==> config.mk <==
export PLATFORM = sky130hd
export DESIGN_NAME = alarm_ctrl
export DESIGN_NICKNAME = d
export VERILOG_FILES = /design/src/rtl/alarm_ctrl.sv
export SDC_FILE = /design/constraint.sdc
export NUM_CORES = 1
export LEC_CHECK = 0
export ABC_CLOCK_PERIOD_IN_PS = 6700
export CAP_MARGIN = 20
export CORE_MARGIN = 3
export CORE_UTILIZATION = 45
export DETAILED_ROUTE_END_ITERATION = 10
export GPL_ROUTABILITY_DRIVEN = 0
export GPL_TIMING_DRIVEN = 0
export PLACE_DENSITY_LB_ADDON = 0.15
export SLEW_MARGIN = 5
export SYNTH_ARGS = -nofsm -noshare
export SYNTH_HDL_FRONTEND = slang
export SYNTH_SLANG_ARGS = --single-unit
==> constraint.sdc <==
create_clock -name clk -period 6.7 [get_ports clk]
set_clock_uncertainty 0.2 [all_clocks]
set_input_delay 1.34 -clock clk [delete_from_list [all_inputs] [get_ports clk]]
set_output_delay 1.34 -clock clk [all_outputs]
set_load 0.03 [all_outputs]
==> src/rtl/alarm_ctrl.sv <==
// -----------------------------------------------------------------------------
// alarm_ctrl
//   Alarm speaker sequencer. Compares the running BCD time against the alarm
//   time on each 1 Hz tick. On a match it rings, with an on/off beep cadence.
//   The user can snooze or stop the alarm. The ring also times out on its own.
//
//   States: IDLE -> RING on trigger. RING -> SNOOZE on snooze_btn.
//   SNOOZE -> RING after SNOOZE_S ticks. RING -> IDLE on stop, on disarm, or
//   after RING_TIMEOUT_S ticks.
//
// Ports
//   clk, rst_n              system clock, async active-low reset
//   sec_tick                1 Hz strobe; the cur_* digits are valid in that cycle
//   cur_{hr,min,sec}_{t,o}  current time, BCD tens/ones
//   alm_{hr,min}_{t,o}      alarm time, BCD tens/ones
//   alm_en                  alarm armed (level)
//   snooze_btn, stop_btn    one-cycle debounced button pulses
//   tone_en                 enables the speaker tone generator (registered)
//   ringing, snoozing       state flags (registered)
// -----------------------------------------------------------------------------
module alarm_ctrl #(
  parameter int unsigned CADENCE_CYC    = 50_000_000,
  parameter int unsigned SNOOZE_S       = 540,
  parameter int unsigned RING_TIMEOUT_S = 300
) (
  input  logic       clk,
  input  logic       rst_n,
  input  logic       sec_tick,
  input  logic [1:0] cur_hr_t,
  input  logic [3:0] cur_hr_o,
  input  logic [2:0] cur_min_t,
  input  logic [3:0] cur_min_o,
  input  logic [2:0] cur_sec_t,
  input  logic [3:0] cur_sec_o,
  input  logic [1:0] alm_hr_t,
  input  logic [3:0] alm_hr_o,
  input  logic [2:0] alm_min_t,
  input  logic [3:0] alm_min_o,
  input  logic       alm_en,
  input  logic       snooze_btn,
  input  logic       stop_btn,
  output logic       tone_en,
  output logic       ringing,
  output logic       snoozing
);

  localparam int unsigned SEC_MAX = (SNOOZE_S > RING_TIMEOUT_S) ? SNOOZE_S : RING_TIMEOUT_S;
  localparam int unsigned SEC_W   = $clog2(SEC_MAX + 1);
  // A one-cycle cadence would need a 0-bit counter, so keep at least one bit.
  localparam int unsigned CAD_W   = (CADENCE_CYC > 1) ? $clog2(CADENCE_CYC) : 1;

  localparam logic [CAD_W-1:0] CAD_LAST = CAD_W'(CADENCE_CYC - 1);
  localparam logic [SEC_W-1:0] RING_LIM = SEC_W'(RING_TIMEOUT_S);
  localparam logic [SEC_W-1:0] SNZ_LIM  = SEC_W'(SNOOZE_S);
  localparam logic [SEC_W-1:0] SEC_ONE  = SEC_W'(1);
  localparam logic [CAD_W-1:0] CAD_ONE  = CAD_W'(1);

  typedef enum logic [1:0] {
    IDLE    = 2'd0,
    RING    = 2'd1,
    SNOOZE  = 2'd2,
    ILLEGAL = 2'd3
  } state_e;

  state_e           state_q, state_d;
  logic [CAD_W-1:0] cad_q, cad_d;
  logic             phase_q, phase_d;
  logic [SEC_W-1:0] ring_sec_q, ring_sec_d;
  logic [SEC_W-1:0] snz_sec_q, snz_sec_d;
  logic             tone_en_q, ringing_q, snoozing_q;

  logic             time_match;
  logic             trigger;
  logic [SEC_W-1:0] ring_inc;
  logic [SEC_W-1:0] snz_inc;
  logic             entering;

  // The alarm fires only on the :00 second. A stop therefore cannot lead to
  // a re-trigger later in the same minute.
  assign time_match = (cur_hr_t  == alm_hr_t)  && (cur_hr_o  == alm_hr_o) &&
                      (cur_min_t == alm_min_t) && (cur_min_o == alm_min_o);
  assign trigger    = sec_tick && alm_en && time_match &&
                      (cur_sec_t == 3'd0) && (cur_sec_o == 4'd0);

  // These counters are compared before they are stored, so the stored value
  // tops out at limit-1. The incremented value never exceeds the limit, so
  // it cannot wrap.
  assign ring_inc = ring_sec_q + SEC_ONE;
  assign snz_inc  = snz_sec_q + SEC_ONE;

  // Next-state logic. Priority: stop > disarm > snooze > timeout/expiry > trigger.
  always_comb begin
    state_d = state_q;
    unique case (state_q)
      IDLE: begin
        if (!stop_btn && trigger) state_d = RING;
      end
      RING: begin
        if (stop_btn || !alm_en)                     state_d = IDLE;
        else if (snooze_btn)                         state_d = SNOOZE;
        else if (sec_tick && (ring_inc == RING_LIM)) state_d = IDLE;
      end
      SNOOZE: begin
        // snooze_btn is deliberately ignored while already snoozing.
        if (stop_btn || !alm_en)                    state_d = IDLE;
        else if (sec_tick && (snz_inc == SNZ_LIM))  state_d = RING;
      end
      default: state_d = IDLE;  // illegal encoding recovers to IDLE
    endcase
  end

  assign entering = (state_d != state_q);

  // Counter updates. They follow the state being entered or held.
  always_comb begin
    cad_d      = cad_q;
    phase_d    = phase_q;
    ring_sec_d = ring_sec_q;
    snz_sec_d  = snz_sec_q;
    unique case (state_d)
      RING: begin
        if (entering) begin
          // Every ring entry, first or after snooze, starts with a full ON beat.
          cad_d      = '0;
          phase_d    = 1'b1;
          ring_sec_d = '0;
          snz_sec_d  = '0;
        end else begin
          if (cad_q == CAD_LAST) begin
            cad_d   = '0;
            phase_d = ~phase_q;
          end else begin
            cad_d = cad_q + CAD_ONE;
          end
          if (sec_tick) ring_sec_d = ring_inc;
        end
      end
      SNOOZE: begin
        if (entering) begin
          cad_d      = '0;
          phase_d    = 1'b0;
          ring_sec_d = '0;
          snz_sec_d  = '0;
        end else if (sec_tick) begin
          snz_sec_d = snz_inc;
        end
      end
      default: begin
        cad_d      = '0;
        phase_d    = 1'b0;
        ring_sec_d = '0;
        snz_sec_d  = '0;
      end
    endcase
  end

  always_ff @(posedge clk or negedge rst_n) begin
    if (!rst_n) begin
      state_q    <= IDLE;
      cad_q      <= '0;
      phase_q    <= 1'b0;
      ring_sec_q <= '0;
      snz_sec_q  <= '0;
      tone_en_q  <= 1'b0;
      ringing_q  <= 1'b0;
      snoozing_q <= 1'b0;
    end else begin
      state_q    <= state_d;
      cad_q      <= cad_d;
      phase_q    <= phase_d;
      ring_sec_q <= ring_sec_d;
      snz_sec_q  <= snz_sec_d;
      // Outputs are registered from next-state values. They therefore line
      // up with state_q in the same cycle.
      tone_en_q  <= (state_d == RING) && phase_d;
      ringing_q  <= (state_d == RING);
      snoozing_q <= (state_d == SNOOZE);
    end
  end

  assign tone_en  = tone_en_q;
  assign ringing  = ringing_q;
  assign snoozing = snoozing_q;

endmodule

==> summary by stage, run 1 <==
GRT
The initial antenna violation count is 0. For this run, the total global-route usage over all layers was measured as 21.10%. The first global-routing pass estimated 14,990 um of wire. The largest net degree at the start of global routing is 37.

The number of global-route vias before repair is 3,142. For this run the aggregate overflow at the end of global routing stands at 0.

Placement
The detailed placement HPWL is 6545 um. The count of buffers inserted at the top-level ports is 40. The area after detailed placement is 4079 sq um. Counting tap cells, the placed design contains a total of 566 instances.

The pre-CTS setup slack is 1.581 ns.

Final layout
After the flow finishes, the layout carries non-filler instances totaling 574. The number of nets at the end of the flow is 520. The filler cells instantiated in the layout total 696.

Of the cells placed in the final design, the portion with a size suffix greater than 1 is 9.474%. The total area of sequential cells is 1301 sq um. The synthesis-to-finish area growth is 17.89%. After routing the design area is 4173 sq um. The total inserted antenna cells is 0. The area taken by multi-input logic gates is 2072 sq um.

Clock network
The CTS H-tree depth is 2. The TritonCTS buffer count is 5. The number of gates resized after CTS was 0. The clock-pin slew reported for the worst setup and hold paths after clock tree synthesis is 0.10 ns. The number of clock sinks is 52.

The root cell of the clock tree is sky130_fd_sc_hd__clkbuf_8. The longest clock path from root to sink contains 2 buffers. After clock tree synthesis, the flow added hold-fix buffers numbering 0. The TritonCTS clock tree is yes. The setup fix buffers added after clock tree synthesis is 0. The insertion delay of the later-clocked pin in the worst-skew pair is 0.32 ns.

Critical path
The endpoint class of the critical path is a register. Counting stages on the worst path, the most repeated cell is sky130_fd_sc_hd__clkbuf_1. The critical path goes through clkdlybuf4s50_1 -> nand2b_1 -> or4_1 -> a41oi_1 -> nor2b_1 -> inv_1 -> ha_1 -> clkbuf_1 -> nand2_1 -> nor2_1 -> clkbuf_1 -> nand3b_1 -> a21oi_2. STA classifies the critical path startpoint as an input port. Among cell families on the critical path, the largest total delay comes from simple AND/OR/NAND/NOR gates. The critical path in this run is classified as input port to register.

The delay contributed by the slowest stage of the critical path is 0.50 ns. For the worst setup path, the data required time is 6.75 ns. The highest-delay cell along the critical path is sky130_fd_sc_hd__or4_1.

The critical path contains buffers and inverters numbering 4 combined. The highest net fanout along the worst path is 10. Data on the critical path arrives at its endpoint at 4.86 ns.

Yosys
After synthesis, the share of flip-flops with an asynchronous set or reset is 100.0%. The number of synthesized register bits is 52. The predominant post-synthesis flop cell is sky130_fd_sc_hd__dfrtp_1.

The mean instance size in the synthesized netlist is 8.309 sq um. In this run, synthesis inferred 0 flip-flops with an integrated enable. The total number of yosys warnings is 0. The cell area that synthesis handed to floorplanning was 3540 sq um.

When the netlist entered floorplanning its net count stood at 472. Sequential elements use 36.76% of the synthesized area. The synthesized netlist contains 52 unique library cells. The number of instances in the synthesized netlist is 426.

STA
The aggregate negative setup slack is 0 ns. The maximum operating frequency is 207.9 MHz. Headroom to the max-slew limit came out at 55.75%. The actual transition at the worst max-transition pin is 0.6577 ns. Once routing completed, OpenROAD measured the worst setup slack at 1.891 ns. The max-slew violation count is 0. The final count of negative-setup-slack endpoints is 0. The minimum hold slack is 0.3619 ns. Setup repair after global routing left no endpoint under its margin.

The number of hold violations in the final report came to 0. The final critical path takes up 71.78% of the cycle. The clock period could shrink to 4.809 ns.

Detailed routing
The routed wire length on met3 is 582 um. In the routed layout, each cell is associated on average with a via count of 5.821. In this run the remaining antenna-violating nets after routing total 0. The detailed-route wire length is 8984 um. The sum of met2 wire segment lengths after detailed routing is 4005 um.

For this run, the detailed router's first-pass iteration total came to 5. The highest routing layer actually used is met4. The routed metal-1 wirelength is 4256 um. Summing over every cut layer, the via total after detailed routing is 3,341. The average wire length per cell after detail routing is 15.65 um.

The final routed DRC violation total is 0. The detailed router finished its first iteration with 165 violations.

Floorplanning
The die height is 94.69 um. The floorplan step defined a core boundary enclosing 7447 sq um. The initialized floorplan defines 31 standard-cell rows. The number of placed I/O pins is 42. The overall die area is 8966 sq um. The die width is 94.69 um. The effective utilization at floorplan is 47.53%.

Job
The number of maximum-capacitance constraint violations is 0.

Worst hold path
The classification of the worst-slack hold path is register to register.

Pwr
The leakage component of the power is 0.001798 uW. Dividing total power by cell area gives a power density of 132.6 nW/um^2. VDD sags by at most 0.00008460 V.

Status
The run finished with clean final reports.
synthesized netlist by cell type (2+ instances only):
cell | instances | share of area, %
sky130_fd_sc_hd__nor4_1 | 6 | 1.1
sky130_fd_sc_hd__buf_6 | 5 | 1.6
sky130_fd_sc_hd__nor2b_1 | 7 | 1.2
sky130_fd_sc_hd__nand3b_1 | 7 | 1.5
sky130_fd_sc_hd__nor3b_1 | 2 | 0.42
sky130_fd_sc_hd__or4_1 | 5 | 1.1
sky130_fd_sc_hd__nand3_1 | 17 | 2.4
sky130_fd_sc_hd__or3_1 | 7 | 1.2
sky130_fd_sc_hd__and3_1 | 17 | 3.0
sky130_fd_sc_hd__o21ai_0 | 32 | 4.5
sky130_fd_sc_hd__o21a_1 | 2 | 0.42
sky130_fd_sc_hd__xnor2_1 | 16 | 4.0
sky130_fd_sc_hd__clkbuf_1 | 14 | 1.5
sky130_fd_sc_hd__nand2b_1 | 4 | 0.71
sky130_fd_sc_hd__buf_2 | 4 | 0.57
sky130_fd_sc_hd__a221oi_1 | 2 | 0.49
sky130_fd_sc_hd__and2_1 | 5 | 0.88
sky130_fd_sc_hd__nor3_1 | 15 | 2.1
sky130_fd_sc_hd__inv_1 | 9 | 0.95
sky130_fd_sc_hd__a21oi_1 | 28 | 4.0
sky130_fd_sc_hd__a21o_1 | 6 | 1.3
sky130_fd_sc_hd__a21oi_2 | 22 | 5.4
sky130_fd_sc_hd__a31oi_1 | 7 | 1.2
sky130_fd_sc_hd__and4_1 | 3 | 0.74
sky130_fd_sc_hd__nor2_1 | 47 | 5.0
sky130_fd_sc_hd__ha_1 | 7 | 2.5
sky130_fd_sc_hd__xor2_1 | 4 | 0.99
sky130_fd_sc_hd__dfrtp_1 | 52 | 37
sky130_fd_sc_hd__nand2_1 | 37 | 3.9
sky130_fd_sc_hd__a32oi_1 | 3 | 0.74
sky130_fd_sc_hd__nand4_1 | 12 | 2.1
sky130_fd_sc_hd__nand4b_1 | 2 | 0.49
final timing paths:
check,startpoint,end,slack [ns],cells after the start
max reg2reg,snz_sec_q[0],cad_q[21],2.49,14
min reg2reg,ring_sec_q[9],ring_sec_q[9],0.36,2
max in group asynchronous,rst_n,snz_sec_q[7],5.02,2
min,ring_sec_q[9],ring_sec_q[9],0.36,2
min in group asynchronous,rst_n,cad_q[13],0.73,1
max,stop_btn,cad_q[18],1.89,13
through the flow:
step	total power, uW	utilization, %
4_1_cts	558.7	56.03
6_report	553.1	56.03
2_1_floorplan	329.7	-
3_5_place_dp	362.2	54.77
5_1_grt	572.6	56.03
3_3_place_gp	360.3	54.57
power by group:
part	internal (uW)	switching [uW]	leakage [uW]	total [uW]
Clock	84.4	114	0.0000445	198
Sequential	314	0.0000114	0.000727	314
Combinational	25.8	15.4	0.00103	41.2
Total	424	129	0.00180	553
logic make-up after synthesis:
group / count (synthesis) / synth area share [%]
DFF: 52 / 36.76
and+or+nand+nor: 200 / 29.87
xor gates and xnor gates: 20 / 4.949
adders and majority gates: 7 / 2.474
AOI/OAI and AO/OA: 112 / 20.64
muxes: 2 / 0.6009
buffers and inverters: 33 / 4.701
registers in the layout, indices dropped and copies added, names as in the netlist:
| signal | flops |
|---|---|
| cad_q | 26 |
| phase_q | 1 |
| ring_sec_q | 10 |
| ringing | 1 |
| snoozing | 1 |
| snz_sec_q | 10 |
| state_q | 2 |
| tone_en | 1 |
worst register-to-register path, cell delays in order, from the launching register on:
cell                       delay [ns]
sky130_fd_sc_hd__dfrtp_1         0.45
sky130_fd_sc_hd__ha_1            0.28
sky130_fd_sc_hd__and2_1          0.17
sky130_fd_sc_hd__a211o_1         0.31
sky130_fd_sc_hd__a221oi_1        0.29
sky130_fd_sc_hd__nand2_1         0.11
sky130_fd_sc_hd__and3_1          0.19
sky130_fd_sc_hd__o21ai_0         0.23
sky130_fd_sc_hd__inv_1           0.09
sky130_fd_sc_hd__ha_1            0.20
sky130_fd_sc_hd__clkbuf_1        0.23
sky130_fd_sc_hd__clkinv_1        0.22
sky130_fd_sc_hd__nand3_1         0.39
sky130_fd_sc_hd__or4_1           0.60
sky130_fd_sc_hd__a21oi_1         0.17
placed cells by master, fill, tap and decap left out, drive strengths merged, types with 9 or more instances in the layout:
master / synthesis / layout
a21oi: 50 / 50
nand3: 17 / 17
o21ai: 32 / 32
inv: 9 / 9
clkbuf: 14 / 21
clkdlybuf4s50: 0 / 39
dfrtp: 52 / 52
buf: 9 / 11
nor3: 15 / 15
nand4: 12 / 12
xnor2: 16 / 16
and3: 18 / 18
nor2: 47 / 47
nand2: 37 / 37
area by class of cell:
type / instances / share of cell area (%)
Timing Repair Buffer: 41 / 9.955
Clock inverter: 1 / 0.1799
Sequential cell: 52 / 31.18
Multi-Input combinational cell: 341 / 49.66
Tap cell: 99 / 2.969
Inverter: 10 / 0.8996
Buffer: 23 / 3.088
Clock buffer: 7 / 2.069
routing by layer:
layer	up-vias	global-route usage (%)
met3	12	3.506
met5	-	0
met1	1585	29.83
met2	106	33.59
met4	0	5.409
li1	1638	-
No activity file was read; power rests on OpenSTA's default activity.
==> run 2, diff against run 1 <==
ABC_CLOCK_PERIOD_IN_PS = 3890   (was 6700)
clock period = 3.89 ns   (was 6.7 ns; I/O delays follow)
==> run 2 against run 1 <==
Compared with the run above:
- register-to-register slack worse by 2.2 ns
- non-clock buffer count unchanged
- final area is 1.2% higher
- final cell count unchanged
- combinational power is 73% higher
- critical path depth unchanged
- first-iteration DRC count rose by 35%
==> summary by stage, run 2 (synthesis gave the netlist of run 1 again) <==
Status
The run finished with clean final reports.

Pwr
The leakage component of the power is 0.001815 uW (+0.97%). The power per standard cell area came to 225.2 nW/um^2 (+70%). The worst IR drop on VDD is 0.0001444 V (+71%).

Final layout
The area taken by multi-input logic gates is 2100 sq um (+1.3%). In the layout the commonest cells are sky130_fd_sc_hd__dfrtp_1, sky130_fd_sc_hd__nor2_1, sky130_fd_sc_hd__clkdlybuf4s50_1. The total area of sequential cells was 1301 sq um (unchanged). The total inserted antenna cells is 0 (unchanged).

The fraction of layout cells with a size suffix above 1 came to 11.58% (+2.1 points). The post-layout instance count excluding filler cells was 574 (unchanged). In the final layout, the registers with the most flip-flops are cad_q (26), ring_sec_q (10), snz_sec_q (10). The synthesis-to-finish area growth is 19.34%.

The number of nets at the end of the flow is 520 (unchanged). The library cell used most frequently in the layout, excluding fill and tap cells, is sky130_fd_sc_hd__dfrtp_1. The flip-flop count of the largest register, all copies and words added is 26 (unchanged). The register with the highest flop count is cad_q. The fill cell instance count of the final layout came to 688 (-1.1%).

The final non-filler cell area is 4224 sq um (+1.2%).

Critical path
The worst setup slack for register-to-register paths is 0.30 ns (-2.19 ns). The required time of the critical path is 3.93 ns (-2.82 ns). The critical path startpoint category is a register. The endpoint class of the critical path is a register. The highest net fanout along the worst path is 10 (unchanged). The arrival time of data at the critical path endpoint is 3.63 ns (-1.23 ns).

The worst setup path is of the register to register kind.

Clock network
The number of hold-repair buffers added at the cts stage is 0 (unchanged). The clock-pin slew reported for the worst setup and hold paths after clock tree synthesis came to 0.11 ns (about the same). The CTS H-tree depth is 2 (unchanged). TritonCTS built the clock tree. The TritonCTS buffer count is 5 (unchanged).

The number of clock sinks is 52 (unchanged). The worst-case clock buffer depth is 2 (unchanged). The root cell of the clock tree is sky130_fd_sc_hd__clkbuf_8. The insertion delay of the later-clocked pin in the worst-skew pair is 0.32 ns (about the same).

STA
The max-slew violation count was 0 (unchanged). The final count of negative-setup-slack endpoints was 0 (unchanged). The worst slew slack as a fraction of its limit is 55.80% (about the same). The shortest clock period the worst path allows after layout is 3.594 ns. For this run, the top clock speed supported by timing is 278.3 MHz.

The number of hold violations in the final report is 0 (unchanged). The actual transition at the worst max-transition pin was 0.6569 ns (-0.0008115 ns). The final critical path takes up 92.38% of the cycle.

Setup repair after global routing left no endpoint under its margin.

Detailed routing
The count of vias placed by the detailed router is 3,358 (+0.51%). The average wire length per cell after detail routing was 15.70 um (+0.32%). The number of nets with antenna violations after routing is 0 (unchanged). The final routed DRC violation total was 0 (unchanged). The via count normalized by instance count came to 5.850 (+0.51%). The detailed-route wire length was 9013 um (+0.32%).

The length of the first detailed-routing pass in iterations is 4 (-1). The violation count after the first detailed-routing iteration came to 223 (+35%).

Placement
The number of cells in the design after placement came to 566 (unchanged). The count of buffers inserted at the top-level ports came to 40 (unchanged). The detailed placement HPWL is 6545 um (unchanged). The area after detailed placement is 4079 sq um (unchanged).

Floorplanning
The number of placed I/O pins is 42 (unchanged). The overall die area was 8966 sq um (unchanged). The die height is 94.69 um (unchanged).

The die width is 94.69 um (unchanged). The row count is 31 (unchanged). The effective utilization at floorplan was 47.53% (unchanged). The area of the core was 7447 sq um (unchanged).

GRT
The number of global-route vias before repair is 3,146 (+0.13%). The wire length of the first global-routing pass came to 14,990 um (about the same). The initial antenna violation count is 0 (unchanged). The largest net degree at the start of global routing came to 37 (unchanged). The total grt overflow is 0 (unchanged).

The total routing usage reported by global routing is 21.12% (about the same).

Job
The number of maximum-capacitance constraint violations is 0 (unchanged).

Worst hold path
The classification of the worst-slack hold path is input port to asynchronous set/reset pin.
==> run 2: per-layer routing <==
layer	global-route usage, %	vias to the layer above	wire (um)
li1	-	1636	-
met1	29.68	1598	4190
met2	33.82	115	4124
met3	3.506	9	592
met4	5.409	0	106
met5	0	-	0
==> run 2: cell type report <==
cell class	count	share of cell area, %
Clock buffer	7	2.044
Buffer	21	2.932
Timing Repair Buffer	43	10.49
Clock inverter	1	0.1777
Multi-Input combinational cell	341	49.70
Inverter	10	0.9182
Sequential cell	52	30.81
Tap cell	99	2.932
==> run 2: worst paths after layout <==
path,from,end,cells after the start
max,snz_sec_q[0],cad_q[21],13
min,rst_n,cad_q[13],1
max reg2reg,snz_sec_q[0],cad_q[21],13
min reg2reg,cad_q[23],cad_q[23],2
max in group asynchronous,rst_n,snz_sec_q[7],2
min in group clk,cad_q[23],cad_q[23],2
==> run 2: timing repair <==
item / CTS / global route
resized for setup: 5 / 6
setup endpoints to repair: 26 / 35
buffers inserted: 0 / 2
gates cloned: 0 / 0
==> run 2: power by group <==
| part | switching (uW) | leakage, uW | internal (uW) |
|---|---|---|---|
| logic | 26.6 | 0.00104 | 44.5 |
| registers | 0.0000206 | 0.000727 | 540 |
| clock network | 195 | 0.0000445 | 145 |
==> run 2: through the flow <==
stage / setup TNS (ns) / hold slack, ns / setup slack (ns) / power (uW) / util, %
floorplan: 0 / 0.2824 / 0.3959 / 567.8 / -
global placement: -15.16 / 0.3201 / -0.5777 / 620.5 / 54.57
detailed placement: -18.16 / 0.3331 / -0.6665 / 623.8 / 54.77
CTS: 0 / 0.1913 / 0.008905 / 962.2 / 56.23
global route: 0 / 0.1917 / 0.1022 / 986.2 / 56.72
finish: 0 / 0.1712 / 0.2963 / 951.4 / 56.72
==> run 2: critical path: stages (launching register included) <==
cell and delay (ns):
sky130_fd_sc_hd__dfrtp_1 0.46, sky130_fd_sc_hd__ha_1 0.28, sky130_fd_sc_hd__and2_1 0.17, sky130_fd_sc_hd__a211o_1 0.31, sky130_fd_sc_hd__a221oi_1 0.29, sky130_fd_sc_hd__nand2_1 0.10, sky130_fd_sc_hd__and3_1 0.20, sky130_fd_sc_hd__o21ai_1 0.18
sky130_fd_sc_hd__inv_1 0.08, sky130_fd_sc_hd__ha_2 0.26, sky130_fd_sc_hd__clkinv_2 0.15, sky130_fd_sc_hd__nand3_4 0.17, sky130_fd_sc_hd__or4_1 0.50, sky130_fd_sc_hd__a21oi_1 0.17
==> run 3, diff against run 2 <==
CORE_UTILIZATION = 51   (was 45)
==> run 3 against run 2 <==
Compared with the run above:
- sequential cell count stayed put
- maximum frequency is 1.6% lower
- register-to-register slack worse by 0.06 ns
- clock power is 22% higher
- largest cell class unchanged
==> summary by stage, run 3 (synthesis gave the netlist of run 1 again) <==
Status
The flow ran to the end, and the final reports show no timing, DRC or antenna violations.

Final layout
Leaving out fill and tap cells, the most frequent cell in the layout is sky130_fd_sc_hd__dfrtp_1. The area taken by multi-input logic gates is 2102 sq um (+0.12%). In the final layout, the registers with the most flip-flops are cad_q (26), ring_sec_q (10), snz_sec_q (10). The register with the most flip-flops in the final layout is cad_q.

The number of nets at the end of the flow came to 518 (-0.38%). In the layout the commonest cells are sky130_fd_sc_hd__dfrtp_1, sky130_fd_sc_hd__nor2_1, sky130_fd_sc_hd__clkdlybuf4s50_1. The total area of sequential cells came to 1301 sq um (unchanged). The fill cell instance count of the final layout came to 574 (-17%). The fraction of layout cells with a size suffix above 1 came to 11.21% (-0.37 points). The flip-flop count of the largest register, all copies and words added is 26 (unchanged).

The total inserted antenna cells is 0 (unchanged). The area growth from synthesis to layout is 18.81%. The final non-filler cell area is 4205 sq um (-0.44%).

GRT
The wire length of the first global-routing pass is 14,870 um (-0.83%). The initial antenna violation count came to 0 (unchanged). The largest net degree at the start of global routing is 37 (unchanged). The total grt overflow is 0 (unchanged). The number of global-route vias before repair is 3,111 (-1.1%). The total routing usage reported by global routing was 23.88% (+2.8 points).

Pwr
The total power is 1027 uW (+7.9%). The worst IR drop on VDD is 0.0001250 V (-13%). The leakage component of the power is 0.001824 uW (+0.48%).

The power per standard cell area is 244.1 nW/um^2 (+8.4%).

Critical path
The delay contributed by the slowest stage of the critical path came to 0.52 ns (+0.02 ns). The worst setup path is launched from a register. The arrival time of data at the critical path endpoint is 3.70 ns (+0.07 ns). The required time of the critical path is 3.93 ns (about the same).

The count of buffering cells on the critical path with inverters included is 2 (unchanged). The highest net fanout along the worst path was 10 (unchanged). The highest-delay cell along the critical path is sky130_fd_sc_hd__or4_1. The worst setup path is of the register to register kind.

Traced cell by cell, the critical path runs through ha_1 -> and2_1 -> a211o_1 -> a221oi_1 -> nand2_1 -> and3_1 -> o21ai_1 -> inv_1 -> ha_2 -> inv_4 -> nand3_4 -> or4_1 -> a21oi_1. STA classifies the critical path endpoint as a register. The cell class contributing the biggest share of worst-path delay is simple AND/OR/NAND/NOR gates.

Clock network
The TritonCTS clock tree is yes. The TritonCTS buffer count is 5 (unchanged). The CTS H-tree depth came to 2 (unchanged). The insertion delay of the later-clocked pin in the worst-skew pair was 0.31 ns (about the same). The root cell of the clock tree is sky130_fd_sc_hd__clkbuf_8. The number of clock sinks is 52 (unchanged).

The worst-case clock buffer depth is 2 (unchanged). The clock-pin slew reported for the worst setup and hold paths after clock tree synthesis is 0.09 ns (-0.02 ns). The number of hold-repair buffers added at the cts stage is 0 (unchanged).

STA
The number of hold violations in the final report came to 0 (unchanged). The share of the clock period used by the worst path is 93.85% (+1.5 points). The actual transition at the worst max-transition pin is 0.6994 ns (+0.04253 ns). The max-slew violation count was 0 (unchanged). Setup repair after global routing left no endpoint under its margin. The worst slew slack as a fraction of its limit came to 52.94% (-2.9 points). The shortest clock period the worst path allows after layout was 3.651 ns (+0.05703 ns).

The maximum operating frequency is 273.9 MHz (-1.6%). The final count of negative-setup-slack endpoints is 0 (unchanged).

Placement
The detailed placement HPWL is 6468 um (-1.2%). The area after detailed placement came to 4051 sq um (-0.67%). The count of buffers inserted at the top-level ports is 40 (unchanged).

Detailed routing
The violation count after the first detailed-routing iteration came to 218 (-2.2%). The number of nets with antenna violations after routing is 0 (unchanged). The final routed DRC violation total is 0 (unchanged). The average wire length per cell after detail routing was 16.01 um (+2.0%). The length of the first detailed-routing pass in iterations is 4 (unchanged). The detailed-route wire length is 8808 um (-2.3%). The count of vias placed by the detailed router was 3,363 (+0.15%). The via count normalized by instance count came to 6.115 (+4.5%).

Worst hold path
The classification of the worst-slack hold path is input port to asynchronous set/reset pin.

Floorplanning
The area of the core was 6531 sq um (-12%). The overall die area is 7976 sq um (-11%). The die height is 89.31 um (-5.7%). The effective utilization at floorplan came to 54.20% (+6.7 points). The die width is 89.31 um (-5.7%). The number of placed I/O pins came to 42 (unchanged). The row count was 29 (-6.5%).

Job
The number of maximum-capacitance constraint violations is 0 (unchanged).
-- run 3: changes by cell type in the layout (fill, tap and decap cells not counted), sizes merged --
cell | before | now
buf | 13 | 11
inv | 9 | 10
clkinvlp | 1 | 0
bufinv | 0 | 1
clkinv | 1 | 0
-- run 3: cell type report --
cell class | instances | share of cell area (%)
Inverter | 10 | 0.9521
Sequential cell | 52 | 30.94
Clock buffer | 7 | 2.291
Buffer | 21 | 2.946
Clock inverter | 1 | 0.7141
Multi-Input combinational cell | 341 | 49.99
Timing Repair Buffer | 41 | 9.878
Tap cell | 77 | 2.291
-- run 3: report_power, final --
part | internal, uW | switching, uW
sequential | 540 | 0.0000205
combinational | 44.4 | 26.3
clock | 227 | 189
-- run 3: timing repair --
action,in CTS,in global routing
setup buffers,0,0
gates resized for setup,7,4
pin swaps,0,0
setup endpoints to repair,21,39
-- run 3: final timing paths --
check / startpoint / end / slack [ns] / cells after the start
max in group asynchronous: rst_n / snz_sec_q[2] / 2.78 / 2
worst min-delay path: rst_n / cad_q[12] / 0.18 / 1
min in group clk: cad_q[23] / cad_q[23] / 0.36 / 2
worst max register to register: snz_sec_q[0] / cad_q[21] / 0.24 / 13
worst max-delay path: snz_sec_q[0] / cad_q[21] / 0.24 / 13
worst min register to register: cad_q[23] / cad_q[23] / 0.36 / 2
-- run 3: per-layer routing --
layer | GRT usage [%] | part of all wire (%) | vias up
met4 | 5.142 | 1.5 | 0
met3 | 5.714 | 5.8 | 12
met1 | 33.58 | 48 | 1607
met5 | 0 | 0 | -
met2 | 37.58 | 45 | 110
li1 | - | - | 1634
-- run 3: stage by stage --
stage	hold slack [ns]	setup slack [ns]	TNS (ns)	std cells	util, %
2_1_floorplan	0.2824	0.3959	0	426	-
3_3_place_gp	0.3153	-0.5166	-11.20	543	61.80
3_5_place_dp	0.3406	-0.5529	-11.74	544	62.03
4_1_cts	0.1991	0.01215	0	551	64.23
5_1_grt	0.1996	0.03022	0	550	64.39
6_report	0.1801	0.2393	0	550	64.39
